File: src/rtl/vector_exec_sequencer_pkg.sv
// Shared definitions for the vector execution sequencer: FSM states, op codes,
// SEW encodings and issue_cfg field offsets as packed by the decode stage.
package vector_exec_sequencer_pkg;

    localparam int MAX_VLEN = 128;

    typedef enum logic [1:0] {
        ST_IDLE = 2'd0,
        ST_EXEC = 2'd1,
        ST_RESP = 2'd2
    } seq_state_t;

    localparam logic [2:0] OP_ADDSUB = 3'b000;
    localparam logic [2:0] OP_LOGIC  = 3'b001;
    localparam logic [2:0] OP_NONE   = 3'b010;  // unsupported; also "no unit enabled"
    localparam logic [2:0] OP_MUL    = 3'b011;
    localparam logic [2:0] OP_SHIFT  = 3'b100;
    localparam logic [2:0] OP_CMP    = 3'b101;
    localparam logic [2:0] OP_ACCUM  = 3'b110;
    localparam logic [2:0] OP_MAC    = 3'b111;

    // One-hot SEW, bit index = log2(element width)
    localparam logic [6:0] SEW_8  = 7'b0001000;
    localparam logic [6:0] SEW_16 = 7'b0010000;
    localparam logic [6:0] SEW_32 = 7'b0100000;

    localparam int CFG_SHIFT_OP_LSB = 0;   // 2 bits
    localparam int CFG_ACCUM_OP_BIT = 2;
    localparam int CFG_CMP_OP_LSB   = 3;   // 3 bits
    localparam int CFG_BITWISE_LSB  = 6;   // 5 bits
    localparam int CFG_REV_SUB_BIT  = 11;
    localparam int CFG_MUL_HIGH_BIT = 12;
    localparam int CFG_MUL_LOW_BIT  = 13;
    localparam int CFG_SIGNED_BIT   = 14;
    localparam int CFG_CTRL_BIT     = 15;

    function automatic logic op_supported(input logic [2:0] op);
        return op != OP_NONE;
    endfunction

    function automatic logic sew_supported(input logic [6:0] sew);
        return (sew == SEW_8) || (sew == SEW_16) || (sew == SEW_32);
    endfunction

endpackage

File: src/rtl/vector_exec_sequencer_if.sv
// Bundle of the decode-side issue handshake, execution-unit drive/return and
// writeback handshake; slave is the sequencer's view, master the surrounding logic.
interface vector_exec_sequencer_if
    import vector_exec_sequencer_pkg::*;
#(
    parameter int VLEN = MAX_VLEN
);
    logic            issue_valid;
    logic            issue_ready;
    logic [2:0]      issue_op;
    logic [VLEN-1:0] issue_data_1;
    logic [VLEN-1:0] issue_data_2;
    logic [VLEN-1:0] issue_data_3;
    logic [6:0]      issue_sew;
    logic [15:0]     issue_cfg;

    logic [VLEN-1:0] eu_data_1;
    logic [VLEN-1:0] eu_data_2;
    logic [VLEN-1:0] eu_data_3;
    logic [2:0]      eu_op;
    logic [6:0]      eu_sew;
    logic [15:0]     eu_cfg;
    logic [VLEN-1:0] eu_result;
    logic            eu_done;

    logic            res_valid;
    logic            res_ready;
    logic [VLEN-1:0] res_data;
    logic            res_err;

    logic            busy;

    modport slave (
        input  issue_valid, issue_op, issue_data_1, issue_data_2, issue_data_3,
               issue_sew, issue_cfg, eu_result, eu_done, res_ready,
        output issue_ready, eu_data_1, eu_data_2, eu_data_3, eu_op, eu_sew, eu_cfg,
               res_valid, res_data, res_err, busy
    );

    modport master (
        output issue_valid, issue_op, issue_data_1, issue_data_2, issue_data_3,
               issue_sew, issue_cfg, eu_result, eu_done, res_ready,
        input  issue_ready, eu_data_1, eu_data_2, eu_data_3, eu_op, eu_sew, eu_cfg,
               res_valid, res_data, res_err, busy
    );

endinterface

File: src/rtl/vector_exec_sequencer.sv
// Runs one vector op at a time: latch operands, drive the execution unit, capture result or error.
// Latency: 1 cycle + EU time (bounded by TIMEOUT); res_ready low holds the result and blocks issue.
module vector_exec_sequencer
    import vector_exec_sequencer_pkg::*;
#(
    parameter int VLEN    = MAX_VLEN,
    parameter int TIMEOUT = 64
) (
    input  logic                   clk,
    input  logic                   reset,
    vector_exec_sequencer_if.slave bus
);
    localparam int            TW     = $clog2(TIMEOUT) + 1;
    localparam logic [TW-1:0] T_LAST = TW'(TIMEOUT - 1);

    seq_state_t      state;
    seq_state_t      state_nxt;
    logic [TW-1:0]   timer;
    logic            issue_ok;
    logic            accept;
    logic            timed_out;
    logic            issue_ready_c;
    logic            busy_c;

    logic [VLEN-1:0] eu_data_1_q;
    logic [VLEN-1:0] eu_data_2_q;
    logic [VLEN-1:0] eu_data_3_q;
    logic [2:0]      eu_op_q;
    logic [6:0]      eu_sew_q;
    logic [15:0]     eu_cfg_q;
    logic [VLEN-1:0] res_data_q;
    logic            res_valid_q;
    logic            res_err_q;

    assign issue_ok  = op_supported(bus.issue_op) && sew_supported(bus.issue_sew);
    assign accept    = (state == ST_IDLE) && bus.issue_valid;
    assign timed_out = (timer == T_LAST);

    always_ff @(posedge clk or posedge reset) begin
        if (reset) begin
            state <= ST_IDLE;
        end else begin
            state <= state_nxt;
        end
    end

    always_comb begin
        state_nxt     = state;
        issue_ready_c = 1'b0;
        busy_c        = 1'b1;
        case (state)
            ST_IDLE: begin
                issue_ready_c = 1'b1;
                busy_c        = 1'b0;
                if (bus.issue_valid) begin
                    state_nxt = issue_ok ? ST_EXEC : ST_RESP;
                end
            end
            ST_EXEC: begin
                if (bus.eu_done || timed_out) begin
                    state_nxt = ST_RESP;
                end
            end
            ST_RESP: begin
                if (bus.res_ready) begin
                    state_nxt = ST_IDLE;
                end
            end
            default: state_nxt = ST_IDLE;
        endcase
    end

    // eu_* only carry a live op during EXEC; outside it the unit sees OP_NONE and zero data
    always_ff @(posedge clk or posedge reset) begin
        if (reset) begin
            timer       <= '0;
            eu_data_1_q <= '0;
            eu_data_2_q <= '0;
            eu_data_3_q <= '0;
            eu_op_q     <= OP_NONE;
            eu_sew_q    <= SEW_8;
            eu_cfg_q    <= '0;
            res_data_q  <= '0;
            res_err_q   <= 1'b0;
            res_valid_q <= 1'b0;
        end else begin
            case (state)
                ST_IDLE: begin
                    if (accept) begin
                        timer <= '0;
                        if (issue_ok) begin
                            eu_data_1_q <= bus.issue_data_1;
                            eu_data_2_q <= bus.issue_data_2;
                            eu_data_3_q <= bus.issue_data_3;
                            eu_op_q     <= bus.issue_op;
                            eu_sew_q    <= bus.issue_sew;
                            eu_cfg_q    <= bus.issue_cfg;
                        end else begin
                            res_data_q <= '0;
                            res_err_q  <= 1'b1;
                        end
                    end
                end
                ST_EXEC: begin
                    // done is checked before the timer so a coincident done is never flagged
                    if (bus.eu_done) begin
                        res_data_q  <= bus.eu_result;
                        res_err_q   <= 1'b0;
                        eu_op_q     <= OP_NONE;
                        eu_data_1_q <= '0;
                        eu_data_2_q <= '0;
                        eu_data_3_q <= '0;
                    end else if (timed_out) begin
                        res_data_q  <= '0;
                        res_err_q   <= 1'b1;
                        eu_op_q     <= OP_NONE;
                        eu_data_1_q <= '0;
                        eu_data_2_q <= '0;
                        eu_data_3_q <= '0;
                    end else begin
                        timer <= timer + 1'b1;
                    end
                end
                default: begin
                end
            endcase
            res_valid_q <= (state_nxt == ST_RESP);
        end
    end

    assign bus.issue_ready = issue_ready_c && !reset;
    assign bus.busy        = busy_c;
    assign bus.eu_data_1   = eu_data_1_q;
    assign bus.eu_data_2   = eu_data_2_q;
    assign bus.eu_data_3   = eu_data_3_q;
    assign bus.eu_op       = eu_op_q;
    assign bus.eu_sew      = eu_sew_q;
    assign bus.eu_cfg      = eu_cfg_q;
    assign bus.res_valid   = res_valid_q;
    assign bus.res_data    = res_data_q;
    assign bus.res_err     = res_err_q;

endmodule

File: src/flat_wrapper.sv
// flat-port wrapper written by rule: the top's interface ports become plain ports
module vector_exec_sequencer_flat import vector_exec_sequencer_pkg::*;
#(
    parameter int VLEN    = MAX_VLEN,
    parameter int TIMEOUT = 64
)
  (clk, reset, bus_issue_valid, bus_issue_op, bus_issue_data_1, bus_issue_data_2, bus_issue_data_3, bus_issue_sew, bus_issue_cfg, bus_eu_result, bus_eu_done, bus_res_ready, bus_issue_ready, bus_eu_data_1, bus_eu_data_2, bus_eu_data_3, bus_eu_op, bus_eu_sew, bus_eu_cfg, bus_res_valid, bus_res_data, bus_res_err, bus_busy);
  vector_exec_sequencer_if #(.VLEN(VLEN)) bus_i ();
  input  logic clk;
  input  logic reset;
  input wire logic [$bits(bus_i.issue_valid)-1:0] bus_issue_valid;
  input wire logic [$bits(bus_i.issue_op)-1:0] bus_issue_op;
  input wire logic [$bits(bus_i.issue_data_1)-1:0] bus_issue_data_1;
  input wire logic [$bits(bus_i.issue_data_2)-1:0] bus_issue_data_2;
  input wire logic [$bits(bus_i.issue_data_3)-1:0] bus_issue_data_3;
  input wire logic [$bits(bus_i.issue_sew)-1:0] bus_issue_sew;
  input wire logic [$bits(bus_i.issue_cfg)-1:0] bus_issue_cfg;
  input wire logic [$bits(bus_i.eu_result)-1:0] bus_eu_result;
  input wire logic [$bits(bus_i.eu_done)-1:0] bus_eu_done;
  input wire logic [$bits(bus_i.res_ready)-1:0] bus_res_ready;
  output wire logic [$bits(bus_i.issue_ready)-1:0] bus_issue_ready;
  output wire logic [$bits(bus_i.eu_data_1)-1:0] bus_eu_data_1;
  output wire logic [$bits(bus_i.eu_data_2)-1:0] bus_eu_data_2;
  output wire logic [$bits(bus_i.eu_data_3)-1:0] bus_eu_data_3;
  output wire logic [$bits(bus_i.eu_op)-1:0] bus_eu_op;
  output wire logic [$bits(bus_i.eu_sew)-1:0] bus_eu_sew;
  output wire logic [$bits(bus_i.eu_cfg)-1:0] bus_eu_cfg;
  output wire logic [$bits(bus_i.res_valid)-1:0] bus_res_valid;
  output wire logic [$bits(bus_i.res_data)-1:0] bus_res_data;
  output wire logic [$bits(bus_i.res_err)-1:0] bus_res_err;
  output wire logic [$bits(bus_i.busy)-1:0] bus_busy;
  assign bus_i.issue_valid = bus_issue_valid;
  assign bus_i.issue_op = bus_issue_op;
  assign bus_i.issue_data_1 = bus_issue_data_1;
  assign bus_i.issue_data_2 = bus_issue_data_2;
  assign bus_i.issue_data_3 = bus_issue_data_3;
  assign bus_i.issue_sew = bus_issue_sew;
  assign bus_i.issue_cfg = bus_issue_cfg;
  assign bus_i.eu_result = bus_eu_result;
  assign bus_i.eu_done = bus_eu_done;
  assign bus_i.res_ready = bus_res_ready;
  assign bus_issue_ready = bus_i.issue_ready;
  assign bus_eu_data_1 = bus_i.eu_data_1;
  assign bus_eu_data_2 = bus_i.eu_data_2;
  assign bus_eu_data_3 = bus_i.eu_data_3;
  assign bus_eu_op = bus_i.eu_op;
  assign bus_eu_sew = bus_i.eu_sew;
  assign bus_eu_cfg = bus_i.eu_cfg;
  assign bus_res_valid = bus_i.res_valid;
  assign bus_res_data = bus_i.res_data;
  assign bus_res_err = bus_i.res_err;
  assign bus_busy = bus_i.busy;
  vector_exec_sequencer #(.VLEN(VLEN), .TIMEOUT(TIMEOUT)) u_core (.clk(clk), .reset(reset), .bus(bus_i));
endmodule
File: config.mk
export PLATFORM = sky130hd
export DESIGN_NAME = vector_exec_sequencer_flat
export DESIGN_NICKNAME = d
export VERILOG_FILES = /design/src/rtl/vector_exec_sequencer_pkg.sv /design/src/rtl/vector_exec_sequencer_if.sv /design/src/rtl/vector_exec_sequencer.sv /design/src/flat_wrapper.sv
export SDC_FILE = /design/constraint.sdc
export NUM_CORES = 1
export LEC_CHECK = 0
export BUFFER_PORTS_ARGS = -buffer_cell sky130_fd_sc_hd__buf_2
export CAP_MARGIN = 40
export CORE_AREA = 2 2 423 425
export DETAILED_ROUTE_END_ITERATION = 6
export DIE_AREA = 0 0 425 427
export GPL_TIMING_DRIVEN = 0
export PLACE_DENSITY = 0.39
export SETUP_SLACK_MARGIN = 0.3
export SYNTH_ARGS = -nofsm -noshare
export SYNTH_HDL_FRONTEND = slang
export SYNTH_SLANG_ARGS = --single-unit
File: constraint.sdc
create_clock -name clk -period 19.5 [get_ports clk]
set_input_delay 0.975 -clock clk [delete_from_list [all_inputs] [get_ports clk]]
set_output_delay 0.975 -clock clk [all_outputs]
set_load 0.005 [all_outputs]
# == Word level (Yosys, flattened, before mapping) ==
# Index checks and enable logic that the tools add are counted.
# word_totals
latchBits,0
rom_bits,0
ramBits,0
reg_bits,549
elab_cells,75
out_inout_bits,542
memories,0
# op_classes
n_shift,0
bitwise,0
magnitude_cmp,0
multipliers,0
reduce_logical,13
n_eq_ne,14
n_addsub,1
mux,36
n_div,0
# op_table
op,n
128-bit 2-to-1 mux,11
128-bit case mux with 2 select lines,4
7-bit 2-to-1 mux,3
"7-bit by 6-bit equality test with 1-bit output, second input constant",2
7-bit case mux with 2 select lines,1
3-bit 2-to-1 mux,4
4-bit AND reduction,3
2-bit 2-to-1 mux,4
"7-bit by 1-bit adder with 7-bit output, second input constant",1
"7-bit by 4-bit equality test with 1-bit output, second input constant",1
"7-bit by 5-bit equality test with 1-bit output, second input constant",1
1-bit 2-to-1 mux,6
"2-bit inequality test, second input constant",3
"3-bit by 2-bit inequality test with 1-bit output, second input constant",2
2-bit case mux with 3 select lines,1
3-bit case mux with 2 select lines,1
"2-bit equality test, second input constant",2
"2-bit by 1-bit inequality test with 1-bit output, second input constant",2
1-bit logical AND,3
1-bit logical OR,3
3-bit AND reduction,1
"2-bit by 1-bit equality test with 1-bit output, second input constant",1
2-bit zero test,1
1-bit case mux with 2 select lines,1
2 further kinds,2

# == Depth between registers and ports, before layout ==
# Gate-level depths: netlist (run 1).
# depth
ltp_word,8
mapped_depth,8
ltp_nobuf,5

# == Worst setup path after synthesis (run 1) ==
# Ideal clock, no wire load.
# synth_path
path_kind,input to register
start,in bus_issue_sew[1]
end,"reg u_core.eu_cfg_q[0], in the netlist u_core.bus.eu_cfg[0]"
cell_stages,6
setup_ns,0.128
t_arrival_ns,2.271
slack_ns,17.101
t_required_ns,19.372
path_cell_list,nor4_1 -> nand3_1 -> nor2_2 -> buf_2 -> buf_4 -> mux2_1
# synth_between
elab_chain_cells,5
word_cells_on_any_way,7
cone_classes,eq/ne: 3; reduce/logical: 4
# synth_rtl
element,line_no,source
"start, declared",flat_wrapper.sv:16,input wire logic [$bits(bus_i.issue_sew)-1:0] bus_issue_sew;
7-bit by 4-bit equality test with 1-bit output or 7-bit by 5-bit equality test with 1-bit output (tied branches),vector_exec_sequencer_pkg.sv:42,return (sew == SEW_8) || (sew == SEW_16) || (sew == SEW_32);
1-bit logical OR,vector_exec_sequencer_pkg.sv:42,
1-bit logical OR *,vector_exec_sequencer_pkg.sv:42,
1-bit logical AND *,vector_exec_sequencer.sv:35,assign issue_ok = op_supported(bus.issue_op) && sew_supported(bus.issue_sew);
3-bit AND reduction (no line) *,n/a,
"end signal, assigned",vector_exec_sequencer.sv:97,eu_cfg_q <= bus.issue_cfg;
"end, declared",vector_exec_sequencer.sv:30,logic [15:0] eu_cfg_q;
# Every way passes the cells marked *; elsewhere a longest branch is shown, timed or not.
# A chain may end at the register's enable or synchronous reset.

# == Worst setup path in the final report (run 1) ==
# layout_path
start,in bus_issue_sew[2]
end,"reg u_core.eu_cfg_q[15], in the netlist u_core.bus.eu_cfg[15]"
# The elaborated chain is that of the path after synthesis.

==> impl_metrics.env, run 1 <==
export IMPL_cp_endpoint="u_core.bus.eu_cfg[15]$_DFFE_PP0P_"
export IMPL_avgRoutedWirePerCell_um=22.56
export IMPL_dr_pass1_iters=5
export IMPL_antenna_found_initial=60
export IMPL_ys_types=38
export IMPL_cp_end_kind="register"
export IMPL_viasPerCell=3.460
export IMPL_overflow=0
export IMPL_startpoint="bus_issue_sew[2]"
export IMPL_rsz0062_at_grt="false"
export IMPL_wirelength_um=126800
export IMPL_dp_cells=5479
export IMPL_fin_setup_tns_ns=0
export IMPL_grt_max_degree=107
export IMPL_clock_skew_ns=0.02213
export IMPL_postCtsHoldBufs=0
export IMPL_synth_area_um2=22930
export IMPL_cpMostUsedCell="buf_2"
export IMPL_avgSynthCellArea_um2=11.29
export IMPL_track_usage_pct=13.46
export IMPL_hpwl_um=104500
export IMPL_cts_tree="yes"
export IMPL_rrSetupSlack_ns=16.67
export IMPL_status="completed"
export IMPL_cap_violations=0
export IMPL_max_clock_freq_mhz=321.6
export IMPL_final_cell_area_um2=33910
export IMPL_core_area_um2=177300
export IMPL_ys_seq_elements=549
export IMPL_drc=0
export IMPL_clk_latency_ns=0.69
export IMPL_rows=155
export IMPL_cts_root_buf="clkbuf_16"
export IMPL_cp_arrival_ns=3.67
export IMPL_power_density_nw_per_um2=97.08
export IMPL_post_cts_buffers=0
export IMPL_synth_top_area_cell="dfrtp_1"
export IMPL_layout_commonest_cell="buf_2"
export IMPL_io_pins=1085
export IMPL_place_area_um2=31500
export IMPL_cts_clk_slew_worst_paths_ns=0.06
export IMPL_htree_levels=3
export IMPL_synth_edff_count=0
export IMPL_ys_seq_area_share_pct=59.91
export IMPL_drv_slew=0
export IMPL_synth_cells=2032
export IMPL_crit_path_top_delay_cell="nor4_1"
export IMPL_grt_pass1_vias=19880
export IMPL_synthArstFlopShare_pct=100.0
export IMPL_final_fill_count=19820
export IMPL_r2r_start="u_core.timer[0]$_DFFE_PP0P_"
export IMPL_cts_repair_resized=0
export IMPL_worstSetupPathType="in -> reg"
export IMPL_cp_max_fo=10
export IMPL_cts_inserted_buffers=74
export IMPL_gp_congestion=0.8831
export IMPL_synth_warning_count=0
export IMPL_finalCritPeriodShare_pct=15.95
export IMPL_critPathRequiredTime_ns=20.06
export IMPL_fp_dieH_um=427
export IMPL_min_period_ns=3.110
export IMPL_critPathLaunchType="primary input"
export IMPL_area_growth_pct=47.84
export IMPL_clockBufferDepth=3
export IMPL_port_buffers=1084
export IMPL_min_path_type="in -> async"
export IMPL_r2r_end="u_core.bus.eu_data_2[87]$_DFFE_PP0P_"
export IMPL_synth_area_leaders="dfrtp_1, mux2i_1, inv_1"
export IMPL_crit_chain="buf_2, nor4_1, buf_2, nand3_1, nor2_2, buf_2, buf_4, mux2_1"
export IMPL_finalHoldViolCount=0
export IMPL_ir_worst_vdd_v=0.00005234
export IMPL_ant_nets=0
export IMPL_clkSinkCount=549
export IMPL_slew_headroom_pct=42.68
export IMPL_via_count=19440
export IMPL_layout_nets=3744
export IMPL_drtIter0Drc=1133
export IMPL_layout_cells_non_filler=5619
export IMPL_max_stage_delay_ns=0.55
export IMPL_final_cell_mix="buf_2, dfrtp_1, inv_1"
export IMPL_die_w_um=425
export IMPL_leakage_nw=18.25
export IMPL_start_util_pct=12.94
export IMPL_syn_nets=2576
export IMPL_dominantRegCellSynth="dfrtp_1"
export IMPL_die_area_um2=181500
export IMPL_finalSetupViolations=0
export IMPL_grt_pass1_wl_um=168800
export IMPL_synth_top_area_share_pct=59.68
export IMPL_drive_above_1_share_pct=39.98
export IMPL_worst_pin_slew_ns=0.8598
export IMPL_rr_worst_depth=8
==> metrics by stage <==
stage          setup WS (ns)  hold slack (ns)  util, %  total power [mW]
3_5_place_dp           15.47           0.4738    17.77             1.945
5_1_grt                16.14           0.4466    19.12             3.468
3_3_place_gp          -6.858           0.4618    17.66             1.940
4_1_cts                16.23           0.3885    19.12             3.367
6_report               16.39           0.4660    19.13             3.291
2_1_floorplan          3.179           0.4489        -             1.583
==> worst min-delay path by stage <==
stage / start / end / slack, ns / cells after the start
global placement: u_core.bus.eu_cfg[2]$_DFFE_PP0P_ / u_core.bus.eu_cfg[2]$_DFFE_PP0P_ / 0.46 / 1
floorplan: u_core.timer[5]$_DFFE_PP0P_ / u_core.timer[5]$_DFFE_PP0P_ / 0.45 / 1
finish: reset / u_core.bus.res_data[5]$_DFFE_PP0P_ / 0.47 / 2
detailed placement: u_core.bus.eu_cfg[7]$_DFFE_PP0P_ / u_core.bus.eu_cfg[7]$_DFFE_PP0P_ / 0.47 / 1
CTS: bus_res_ready / u_core.state[1]$_DFF_PP0_ / 0.39 / 2
global route: bus_res_ready / u_core.state[1]$_DFF_PP0_ / 0.45 / 2
==> cells by family (layout without fill, tap and decap cells) <==
logic type               after synthesis  after routing  synth area share (%)
flip-flops                           549            549                 59.91
buffers and inverters                508           1733                 9.536
AND/OR/NAND/NOR                      420            420                 7.190
multiplexers                         407            407                 17.87
AO/OA/AOI/OAI                        145            145                 5.363
XOR/XNOR                               2              2               0.07639
adder cells (fa/ha/maj)                1              1               0.05455
other                                  0              7                     0
==> where the power goes <==
part | switching [mW] | internal, mW
combinational | 0.307 | 0.231
sequential | 0.0850 | 1.29
clock | 0.582 | 0.799
==> Yosys cell counts (3+ instances only) <==
library cell	count
dfrtp_1	547
o31ai_1	3
nand2b_1	3
o21ai_0	3
inv_1	391
a22o_1	128
clkbuf_1	20
mux2i_1	388
nor2b_1	4
nand3_1	6
mux2_1	19
buf_4	40
buf_2	44
o21ai_1	4
nand2_1	389
nor2_1	5
buf_6	10
buf_1	3
==> registers in the layout (all words and copies together) (netlist names), 2 cells and up <==
signal / count
u_core.bus.eu_cfg: 16
u_core.bus.eu_data_1: 128
u_core.bus.eu_data_2: 128
u_core.bus.eu_data_3: 128
u_core.bus.eu_op: 3
u_core.bus.eu_sew: 7
u_core.bus.res_data: 128
u_core.state: 2
u_core.timer: 7
==> cell type report <==
type,instances,area [µm²],area share (%)
antenna,7,17.52,0.05166
sequential,549,13740,40.53
clock inverter,18,173.9,0.5129
tap,2355,2947,8.690
inverter,391,1475,4.351
multi-input combinational,975,7007,20.66
buffer,117,719.4,2.122
clock buffer,115,2220,6.546
timing repair buffer,1092,5607,16.54
==> critical path: cells and delay by family <==
| kind | cells | cell delay, ns |
|---|---|---|
| simple gates | 3 | 1.13 |
| mux | 1 | 0.34 |
| buf+inv | 4 | 1.18 |
==> metal layers <==
metal  global-route usage (%)  wire length (µm)  vias up
met3                    4.627             10060      212
met5                        0               316        -
met4                    3.842              3289       50
met2                    22.74             62210      709
met1                    16.09             50880     9654
li1                         -                 -     8818
No activity file was read; power rests on OpenSTA's default activity.
==> inputs of run 2 (changes only) <==
Settings changed: PLACE_DENSITY 0.39 to 0.4.
Clock period 19.5 ns to 2.57 ns, I/O delays scaled along.
==> impl_metrics.env, run 2 (synthesis gave the netlist of run 1 again) <==
export IMPL_status="completed"
export IMPL_final_cell_mix="buf_2, dfrtp_1, dlygate4sd3_1"
export IMPL_port_buffers=1084
export IMPL_worst_pin_slew_ns=0.8484
export IMPL_cts_root_buf="clkbuf_16"
export IMPL_finalCritPeriodShare_pct=87.59
export IMPL_fp_dieH_um=427
export IMPL_core_area_um2=177300
export IMPL_power_density_nw_per_um2=658.5
export IMPL_startpoint="bus_issue_sew[6]"
export IMPL_track_usage_pct=13.55
export IMPL_place_area_um2=31770
export IMPL_crit_chain="dlygate4sd3_1, buf_2, nor4_1, nand3_1, nor2_4, buf_12, buf_4, buf_4, mux2i_1"
export IMPL_drive_above_1_share_pct=35.28
export IMPL_max_clock_freq_mhz=444.2
export IMPL_final_cell_area_um2=40230
export IMPL_grt_max_degree=35
export IMPL_htree_levels=3
export IMPL_crit_path_top_delay_cell="nor4_1"
export IMPL_min_path_type="in -> async"
export IMPL_cts_clk_slew_worst_paths_ns=0.06
export IMPL_grt_pass1_vias=22740
export IMPL_r2r_start="u_core.state[0]$_DFF_PP0_"
export IMPL_finalHoldViolCount=0
export IMPL_drc=0
export IMPL_hpwl_um=103000
export IMPL_cpMostUsedCell="buf_4"
export IMPL_cp_max_fo=10
export IMPL_cts_inserted_buffers=74
export IMPL_slew_headroom_pct=43.25
export IMPL_start_util_pct=12.94
export IMPL_viasPerCell=3.488
export IMPL_ant_nets=0
export IMPL_critPathRequiredTime_ns=3.18
export IMPL_io_pins=1085
export IMPL_finalSetupViolations=0
export IMPL_r2r_end="u_core.bus.res_data[99]$_DFFE_PP0P_"
export IMPL_cp_end_kind="register"
export IMPL_grt_pass1_wl_um=173800
export IMPL_clkSinkCount=549
export IMPL_rrSetupSlack_ns=0.41
export IMPL_overflow=0
export IMPL_rr_worst_depth=8
export IMPL_leakage_nw=20.95
export IMPL_cp_arrival_ns=2.86
export IMPL_critPathLaunchType="primary input"
export IMPL_layout_nets=4315
export IMPL_clock_skew_ns=0.02244
export IMPL_dr_pass1_iters=5
export IMPL_area_growth_pct=75.40
export IMPL_drv_slew=0
export IMPL_layout_commonest_cell="buf_2"
export IMPL_rows=155
export IMPL_ir_worst_vdd_v=0.0004212
export IMPL_gp_congestion=0.9089
export IMPL_wirelength_um=128000
export IMPL_rsz0062_at_grt="true"
export IMPL_dp_cells=5494
export IMPL_fin_setup_tns_ns=0
export IMPL_via_count=21610
export IMPL_worstSetupPathType="in -> reg"
export IMPL_die_area_um2=181500
export IMPL_cap_violations=0
export IMPL_cts_tree="yes"
export IMPL_die_w_um=425
export IMPL_avgRoutedWirePerCell_um=20.65
export IMPL_max_stage_delay_ns=0.62
export IMPL_drtIter0Drc=1117
export IMPL_total_power_mw=26.49
export IMPL_clk_latency_ns=0.70
export IMPL_min_period_ns=2.251
export IMPL_layout_cells_non_filler=6196
export IMPL_antenna_found_initial=34
export IMPL_clockBufferDepth=3
run 2: area by class of cell:
cell class | instances | area (µm²)
fillers | 19470 | 137000
flip-flops and latches | 549 | 13740
repair buffers | 1663 | 11530
multi-input cells | 975 | 7054
well taps | 2355 | 2947
clock buffers | 113 | 2220
inverters | 391 | 1471
plain buffers | 117 | 889.6
clock inverters | 19 | 334.1
diodes | 14 | 35.03
run 2: worst max path at each step:
stage,depth (start not counted),to
after global routing,9,u_core.bus.eu_cfg[6]$_DFFE_PP0P_
after floorplan,1,u_core.bus.eu_cfg[0]$_DFFE_PP0P_
after CTS,5,u_core.bus.res_data[40]$_DFFE_PP0P_
final,9,u_core.bus.eu_data_2[63]$_DFFE_PP0P_
after detailed placement,8,u_core.bus.eu_cfg[6]$_DFFE_PP0P_
after global placement,2,u_core.bus.eu_data_1[101]$_DFFE_PP0P_
run 2: critical path, delay by kind of cell:
kind / cells / cell delay [ns]
buffers and inverters: 5 / 1.39
muxes: 1 / 0.23
and+or+nand+nor: 3 / 1.09
run 2: per-layer routing:
layer,GRT usage (%),vias to the layer above,routed length (µm)
met4,5.408,30,5176
met3,4.833,208,10600
met1,16.36,10620,51690
met5,0,-,163
li1,-,9965,-
met2,21.86,796,60350
run 2: what timing repair did:
item                                   CTS  global route
setup endpoints to repair              532           421
pin swaps                                1             3
hold buffers                           551             3
endpoints found under the hold margin  625            33
resized for setup                       36            48
setup buffers                            1             2
run 2: metrics by stage:
step | hold slack [ns] | worst slack (ns) | util (%)
after CTS | 0.01920 | 0.3059 | 22.58
after global routing | 0.07776 | 0.2429 | 22.68
after floorplan | 0.2202 | -5.027 | -
final | 0.09411 | 0.3190 | 22.69
after detailed placement | 0.07768 | -0.5269 | 17.92
after global placement | 0.3239 | -10.21 | 17.66
run 2: report_power, final:
group	internal, mW	switching [mW]
Clock	6.67	4.43
Combinational	2.40	2.59
Sequential	9.77	0.625
